==> config.mk <==
export PLATFORM = sky130hd
export DESIGN_NAME = sort_host_flat
export DESIGN_NICKNAME = d
export VERILOG_FILES = /design/src/rtl/sort_host_pkg.sv /design/src/rtl/sort_host_if.sv /design/src/rtl/sort_host.sv /design/src/flat_wrapper.sv
export SDC_FILE = /design/constraint.sdc
export NUM_CORES = 1
export LEC_CHECK = 0
export CELL_PAD_IN_SITES_DETAIL_PLACEMENT = 1
export CELL_PAD_IN_SITES_GLOBAL_PLACEMENT = 1
export CORE_ASPECT_RATIO = 0.6
export CORE_MARGIN = 1.5
export CORE_UTILIZATION = 31
export CTS_CLUSTER_DIAMETER = 40
export DETAILED_ROUTE_END_ITERATION = 10
export GPL_ROUTABILITY_DRIVEN = 0
export HOLD_SLACK_MARGIN = 0.05
export PLACE_DENSITY_LB_ADDON = 0.1
export REMOVE_ABC_BUFFERS = 1
export SYNTH_ARGS = -nofsm -noshare
export SYNTH_HDL_FRONTEND = slang
export SYNTH_SLANG_ARGS = --single-unit
==> constraint.sdc <==
create_clock -name clk -period 2 [get_ports clk]
set_input_delay 0.4 -clock clk [delete_from_list [all_inputs] [get_ports clk]]
set_output_delay 0.4 -clock clk [all_outputs]
set_load 0.02 [all_outputs]
==> src/rtl/sort_host_pkg.sv <==
// rtl/sort_host_pkg.sv - shared types and sizes for the selection-sorter host controller
package sort_host_pkg;

    localparam int N  = 8;
    localparam int AW = 3;
    localparam int DW = 8;

    localparam logic [AW-1:0] LAST_IDX = AW'(N - 1);

    typedef enum logic [2:0] {
        LOAD    = 3'd0,
        GAP     = 3'd1,
        START   = 3'd2,
        WAIT    = 3'd3,
        RD_ADDR = 3'd4,
        RD_W1   = 3'd5,
        RD_W2   = 3'd6,
        OUT     = 3'd7
    } state_e;

endpackage

==> src/rtl/sort_host_if.sv <==
// rtl/sort_host_if.sv - byte streams and sorter bus seen by the sort host
interface sort_host_if;
    import sort_host_pkg::*;

    logic          in_valid;
    logic [DW-1:0] in_data;
    logic          in_ready;
    logic          out_valid;
    logic [DW-1:0] out_data;
    logic          out_ready;
    logic          s_start;
    logic [AW-1:0] s_addr;
    logic          s_wr;
    logic [DW-1:0] s_datain;
    logic [DW-1:0] s_dataout;
    logic          s_ready;

    modport master (
        input  in_valid, in_data, out_ready, s_dataout, s_ready,
        output in_ready, out_valid, out_data, s_start, s_addr, s_wr, s_datain
    );

    modport slave (
        output in_valid, in_data, out_ready, s_dataout, s_ready,
        input  in_ready, out_valid, out_data, s_start, s_addr, s_wr, s_datain
    );

endinterface

==> src/rtl/sort_host.sv <==
// rtl/sort_host.sv - loads 8 bytes into the sorter, starts it, streams results back in address order
// Optional ordering checker (err port) built with SORT_HOST_CHECK_EN.
module sort_host
    import sort_host_pkg::*;
(
    input  logic       clk,
    input  logic       nrst,
    sort_host_if.master bus,
    output logic       busy
`ifdef SORT_HOST_CHECK_EN
    ,
    output logic       err
`endif
);

    state_e        state_q, state_d;
    logic [AW-1:0] cnt_q, cnt_d;
    logic [AW-1:0] k_q, k_d;
    logic [DW-1:0] out_data_q, out_data_d;
    logic          hs_in, hs_out;

`ifdef SORT_HOST_CHECK_EN
    logic [DW-1:0] prev_q, prev_d;
    logic          err_q, err_d;
`endif

    assign hs_in  = (state_q == LOAD) && bus.in_valid;
    assign hs_out = (state_q == OUT) && bus.out_ready;

    always_ff @(posedge clk or negedge nrst) begin
        if (!nrst) begin
            state_q    <= LOAD;
            cnt_q      <= '0;
            k_q        <= '0;
            out_data_q <= '0;
`ifdef SORT_HOST_CHECK_EN
            prev_q     <= '0;
            err_q      <= 1'b0;
`endif
        end else begin
            state_q    <= state_d;
            cnt_q      <= cnt_d;
            k_q        <= k_d;
            out_data_q <= out_data_d;
`ifdef SORT_HOST_CHECK_EN
            prev_q     <= prev_d;
            err_q      <= err_d;
`endif
        end
    end

    always_comb begin
        state_d    = state_q;
        cnt_d      = cnt_q;
        k_d        = k_q;
        out_data_d = out_data_q;
        unique case (state_q)
            LOAD: begin
                if (hs_in) begin
                    cnt_d = cnt_q + AW'(1);
                    if (cnt_q == LAST_IDX) state_d = GAP;
                end
            end
            // one idle cycle lets the sorter's registered write of the last byte land
            GAP:     state_d = START;
            START:   if (!bus.s_ready) state_d = WAIT;
            WAIT: begin
                if (bus.s_ready) begin
                    state_d = RD_ADDR;
                    k_d     = '0;
                end
            end
            RD_ADDR: state_d = RD_W1;
            RD_W1:   state_d = RD_W2;
            RD_W2: begin
                out_data_d = bus.s_dataout;
                state_d    = OUT;
            end
            OUT: begin
                if (hs_out) begin
                    k_d = k_q + AW'(1);
                    if (k_q == LAST_IDX) begin
                        state_d = LOAD;
                        cnt_d   = '0;
                    end else begin
                        state_d = RD_ADDR;
                    end
                end
            end
            default: state_d = LOAD;
        endcase
    end

`ifdef SORT_HOST_CHECK_EN
    always_comb begin
        prev_d = prev_q;
        err_d  = err_q;
        if (hs_in && (cnt_q == '0)) err_d = 1'b0;
        if (hs_out) begin
            prev_d = out_data_q;
            if ((k_q != '0) && (out_data_q < prev_q)) err_d = 1'b1;
        end
    end

    assign err = err_q;
`endif

    always_comb begin
        bus.in_ready  = (state_q == LOAD);
        bus.out_valid = (state_q == OUT);
        bus.out_data  = out_data_q;
        bus.s_start   = (state_q == START);
        bus.s_wr      = hs_in;
        bus.s_datain  = hs_in ? bus.in_data : '0;
        busy          = (state_q != LOAD);
        bus.s_addr    = '0;
        unique case (state_q)
            LOAD:                 bus.s_addr = cnt_q;
            RD_ADDR, RD_W1, RD_W2: bus.s_addr = k_q;
            default:              bus.s_addr = '0;
        endcase
    end

endmodule

==> src/flat_wrapper.sv <==
// flat-port wrapper written by rule: the top's interface ports become plain ports
module sort_host_flat import sort_host_pkg::*;
  (clk, nrst, busy, bus_in_valid, bus_in_data, bus_out_ready, bus_s_dataout, bus_s_ready, bus_in_ready, bus_out_valid, bus_out_data, bus_s_start, bus_s_addr, bus_s_wr, bus_s_datain);
  sort_host_if bus_i ();
  input  logic clk;
  input  logic nrst;
  output logic busy;
  input wire logic [$bits(bus_i.in_valid)-1:0] bus_in_valid;
  input wire logic [$bits(bus_i.in_data)-1:0] bus_in_data;
  input wire logic [$bits(bus_i.out_ready)-1:0] bus_out_ready;
  input wire logic [$bits(bus_i.s_dataout)-1:0] bus_s_dataout;
  input wire logic [$bits(bus_i.s_ready)-1:0] bus_s_ready;
  output wire logic [$bits(bus_i.in_ready)-1:0] bus_in_ready;
  output wire logic [$bits(bus_i.out_valid)-1:0] bus_out_valid;
  output wire logic [$bits(bus_i.out_data)-1:0] bus_out_data;
  output wire logic [$bits(bus_i.s_start)-1:0] bus_s_start;
  output wire logic [$bits(bus_i.s_addr)-1:0] bus_s_addr;
  output wire logic [$bits(bus_i.s_wr)-1:0] bus_s_wr;
  output wire logic [$bits(bus_i.s_datain)-1:0] bus_s_datain;
  assign bus_i.in_valid = bus_in_valid;
  assign bus_i.in_data = bus_in_data;
  assign bus_i.out_ready = bus_out_ready;
  assign bus_i.s_dataout = bus_s_dataout;
  assign bus_i.s_ready = bus_s_ready;
  assign bus_in_ready = bus_i.in_ready;
  assign bus_out_valid = bus_i.out_valid;
  assign bus_out_data = bus_i.out_data;
  assign bus_s_start = bus_i.s_start;
  assign bus_s_addr = bus_i.s_addr;
  assign bus_s_wr = bus_i.s_wr;
  assign bus_s_datain = bus_i.s_datain;
  sort_host u_core (.clk(clk), .nrst(nrst), .bus(bus_i), .busy(busy));
endmodule
Word-level counts from Yosys, hierarchy flattened
Index checks and enable logic that the tools add are counted.
Widths: inputs -> output; s select.
{"block": "word_totals", "in_bits": 21, "regBits": 17}
{"block": "classes", "n_reduce_logical": 10, "n_mux": 16, "addsub": 2, "eq_ne": 15}
{"operator": "$mux 3", "count": 11}
{"operator": "$pmux 3 s8", "count": 1}
{"operator": "$eq 3x3->1 const B", "count": 6}
{"operator": "$pmux 3 s2", "count": 3}
{"operator": "$mux 8", "count": 1}
{"operator": "$ne 2x1->1 const B", "count": 4}
{"operator": "$add 3x1->3 const B", "count": 2}
{"operator": "$eq 3x2->1 const B", "count": 2}
{"operator": "$reduce_and 5->1", "count": 1}
{"operator": "$ne 2x2->1 const B", "count": 2}
{"operator": "$reduce_and 4->1", "count": 1}
{"operator": "$reduce_bool 2->1", "count": 2}
{"operator": "$eq 3x1->1 const B", "count": 1}
{"operator": "$logic_not 3->1", "count": 1}
{"operator": "$reduce_and 3->1", "count": 1}
{"operator": "$reduce_bool 3->1", "count": 1}
{"operator": "$reduce_or 3->1", "count": 1}
{"operator": "$logic_and 1x1->1", "count": 2}

Logic depth before layout (Yosys ltp)
{"block": "logic_depth", "word_depth": 4, "depth_mapped": 5}

Worst setup path after synthesis
Ideal clock, no wire load.
{"block": "synth_path", "path_kind": "register to output", "start": "register u_core.state_q[1]", "end": "output bus_s_addr[0]", "n_path_buf": 1, "required_ns": 1.600, "arrival_time_ns": 1.321, "setup_slack_ns": 0.279, "stages_incl_launch_ff": 4, "path_cell_list": "dfrtp_1 buf_4 nor3_2 a32o_1"}
{"block": "synth_via", "elab_cells_between_ends": 6}
{"item": "from (decl)", "line_no": "sort_host.sv:16", "text": "state_e state_q, state_d;"}
{"item": "from (signal assigned)", "line_no": "sort_host.sv:41", "text": "state_q <= state_d;"}
{"item": "$logic_not 3->1"}
{"item": "named net bus_in_ready", "line_no": "flat_wrapper.sv:13", "text": "output wire logic [$bits(bus_i.in_ready)-1:0] bus_in_ready;"}
{"item": "$pmux 3 s2", "line_no": "sort_host.sv:117", "text": "unique case (state_q)"}
{"item": "to (decl)", "line_no": "flat_wrapper.sv:17", "text": "output wire logic [$bits(bus_i.s_addr)-1:0] bus_s_addr;"}
The timed path passes the listed nets, and every way through them passes these cells.

Final worst setup path
{"block": "layout_path", "start": "register u_core.state_q[2]", "end": "output bus_s_datain[1]"}
{"block": "layout_via", "elab_chain_cells": 3}
{"item": "$logic_not 3->1", "line_no": "sort_host.sv:27", "text": "assign hs_in = (state_q == LOAD) && bus.in_valid;"}
{"item": "$logic_and 1x1->1", "line_no": "sort_host.sv:27"}
{"item": "$mux 8", "line_no": "sort_host.sv:114", "text": "bus.s_datain = hs_in ? bus.in_data : '0;"}
{"item": "to (decl)", "line_no": "flat_wrapper.sv:19", "text": "output wire logic [$bits(bus_i.s_datain)-1:0] bus_s_datain;"}
Every way passes these cells.

==> reports/summary.txt <==
endpoint type of the worst setup path - primary output
setup slack at placement - -0.425 ns
sequential share of the synthesized area - 46.4%
Distinct cells, synth - 27
cell count after placement - 171
leading area contributor after synthesis - dfrtp_1
slew margin rel. - 76.4%
Starting Density - 32.4%
antenna-violating nets left - 0
Syn Inst Count - 80
I/O Buffers - 44
fin cells - 178
die height - 45.1 µm
DIE WIDTH - 73.2 µm
leakage power - 0.000697 µW
Reg2Reg Launch Point - u_core.state_q[2]$_DFFE_PN0P_
Area growth, synth to finish - 62.2%
Synth top area share - 46.4%
Synth Area in Simple Gates - 15.6%
post-synthesis compound-gate area fraction - 14.6%
diode count - 0
crit share post-route - 97.6%
Total Routing Usage GR - 17.4%
drc violations - 0
vias in the first global route - 820
worst slew pin tran - 0.353 ns
register bit total from synthesis - 17
CP peak stage delay - 0.45 ns
Worst EP arrival - 1.55 ns
max_cap viols - 0
CP Capture Point - bus_s_datain[1]
CTS tree - yes
worst setup path startpoint - u_core.state_q[2]$_DFFE_PN0P_
DR pass1 iterations - 4
WL per Instance - 14.6 µm
Worst Path Required - 1.60 ns
most used cell along the critical path - buf_6
Worst path slowest cell - dfrtp_2
crit-path max FO - 5
Post-Route WL - 2.59 mm
GRT Residual Overflow - 0
most common flop cell mapped by yosys - dfrtp_1
share of layout cells above drive strength 1 - 32.4%
RSZ-0062 raised after global routing - false
Worst setup SP type - flop
Longest Clk Path Bufs - 2
Final setup viols - 0
initial antenna violation count - 0
post-synthesis mux area share - 12.1%
Placeable Area - 2830 µm²
CP Class - reg2out
R2R depth - 5
Final Hold Violating Endpoints - 0
min Tclk post-route - 1.95 ns
number of vias per cell - 4.70
clk root buf - clkbuf_8
maximum vdd drop - 0.541 mV
syn_area_per_cell - 11.5 µm²
# IOs - 45
htree depth - 1
commonest non-fill, non-tap cells in the layout - 27 x clkdlybuf4s50_1, 14 x dfrtp_1, 12 x buf_4, 9 x mux2_2
R2R setup slack - 0.44 ns
Worst R2R End - u_core.cnt_q[0]$_DFFE_PN0P_
top cells by area, synth - dfrtp_1 46%, mux2_2 11%, and2_1 5.5%
outcome - finished, final reports clean
Async SR Flop Fraction - 100%
# rows - 15
wire length of the first global-routing pass - 4.19 mm
min setup slack post-route - 0.0483 ns
final slew viol count - 0
hpwl dp - 2.02 mm
Mapped Area - 917 µm²
initial DRC count - 34
pin count of the biggest net entering global routing - 18
Post-Synth XOR/XNOR Area - 0%
fmax - 512 MHz
largest family of logic cells by synthesized area - simple AND/OR/NAND/NOR gates
most common cell after layout, fill and taps aside - clkdlybuf4s50_1
PD cells - 1440 nW/µm²
Worst Clk Skew - 0.000941 ns
Die ar. - 3300 µm²
Clock transition at path regs - 0.07 ns
Clock Sink Count - 17
Nets - 162
Num CTS Buffers - 3
Vias - 836
total negative slack - 0 ns
EDFF count, synth - 0
Adder-Cell Fraction of Synth Area - 5.46%
crit-path cells - nor4b_4 -> buf_4 -> buf_6 -> and2_4 -> buf_6
Yosys warnings - 0
CTS Hold Bufs - 0
Hold WC Path Type - in2async
clk_lat worst skew - 0.26 ns
## worst min-delay path by stage
stage | startpoint | end | slack (ns) | cells after the start
6_report | nrst | u_core.cnt_q[2]$_DFFE_PN0P_ | 0.46 | 2
5_1_grt | nrst | u_core.bus.out_data[2]$_DFFE_PN0P_ | 0.49 | 2
4_1_cts | nrst | u_core.bus.out_data[6]$_DFFE_PN0P_ | 0.46 | 2
3_5_place_dp | u_core.bus.out_data[1]$_DFFE_PN0P_ | u_core.bus.out_data[1]$_DFFE_PN0P_ | 0.50 | 1
3_3_place_gp | u_core.bus.out_data[6]$_DFFE_PN0P_ | u_core.bus.out_data[6]$_DFFE_PN0P_ | 0.49 | 1
2_1_floorplan | nrst | u_core.bus.out_data[0]$_DFFE_PN0P_ | 0.10 | 0
## cell usage after synthesis, types with 3 or more instances
library cell  instances
a21oi_1               3
a22o_1                5
nand2_1               4
and2_1                8
ha_1                  4
inv_1                 5
mux2_2                9
dfrtp_1              17
a32o_1                3
## state kept, by name, summed over array words and instances (netlist names)
signal / cells
u_core.bus.out_data: 8
u_core.cnt_q: 3
u_core.k_q: 3
u_core.state_q: 3
## metal layers
layer	wire [µm]	vias up	track usage [%]
met2	1110	19	25.5
li1	-	402	-
met3	125	2	5.36
met5	0	-	0
met4	19	0	3.40
met1	1330	413	25.4
## cells by family (layout without fill, tap and decap cells)
kind of cell    Yosys count  after routing
mux                      10             10
compound gates           18             18
buf+inv                  10             66
flops                    17             17
fa+ha+maj                 4              4
simple gates             21             21
## final cells by class
cell class | instances | area [µm²]
Fill cell | 305 | 1350
Timing Repair Buffer | 57 | 492
Multi-Input combinational cell | 53 | 449
Sequential cell | 17 | 429
Tap cell | 42 | 52.6
Clock buffer | 3 | 41.3
Inverter | 5 | 18.8
Clock inverter | 1 | 5.00
## per-stage QoR
step | utilization, % | cell area [µm²] | power (µW) | hold WS (ns)
floorplan | - | 882 | 1340 | 0.104
global placement | 51.2 | 1450 | 1860 | 0.486
detailed placement | 51.2 | 1450 | 1920 | 0.499
CTS | 52.5 | 1490 | 2170 | 0.464
global route | 52.5 | 1490 | 2300 | 0.485
finish | 52.5 | 1490 | 2140 | 0.464
## worst max-delay path, delay by kind of cell (launching register included)
kind	cells	cell delay [ns]
DFF	1	0.45
and+or+nand+nor	2	0.45
buffers and inverters	3	0.39
## power by group
group          total, µW  switching (µW)  internal [µW]  leakage [µW]
logic               1200             575            624      0.000475
registers            684             161            523      0.000197
clock network        262             123            139     0.0000255
## what timing repair did
item                                    4_1_cts  5_1_grt
endpoints found under the setup margin       16        5
gates cloned                                  1        0
setup buffers                                 2        0
resized for setup                            51        7
pin swaps                                     2        1
Power figures use the tool's default switching activity.
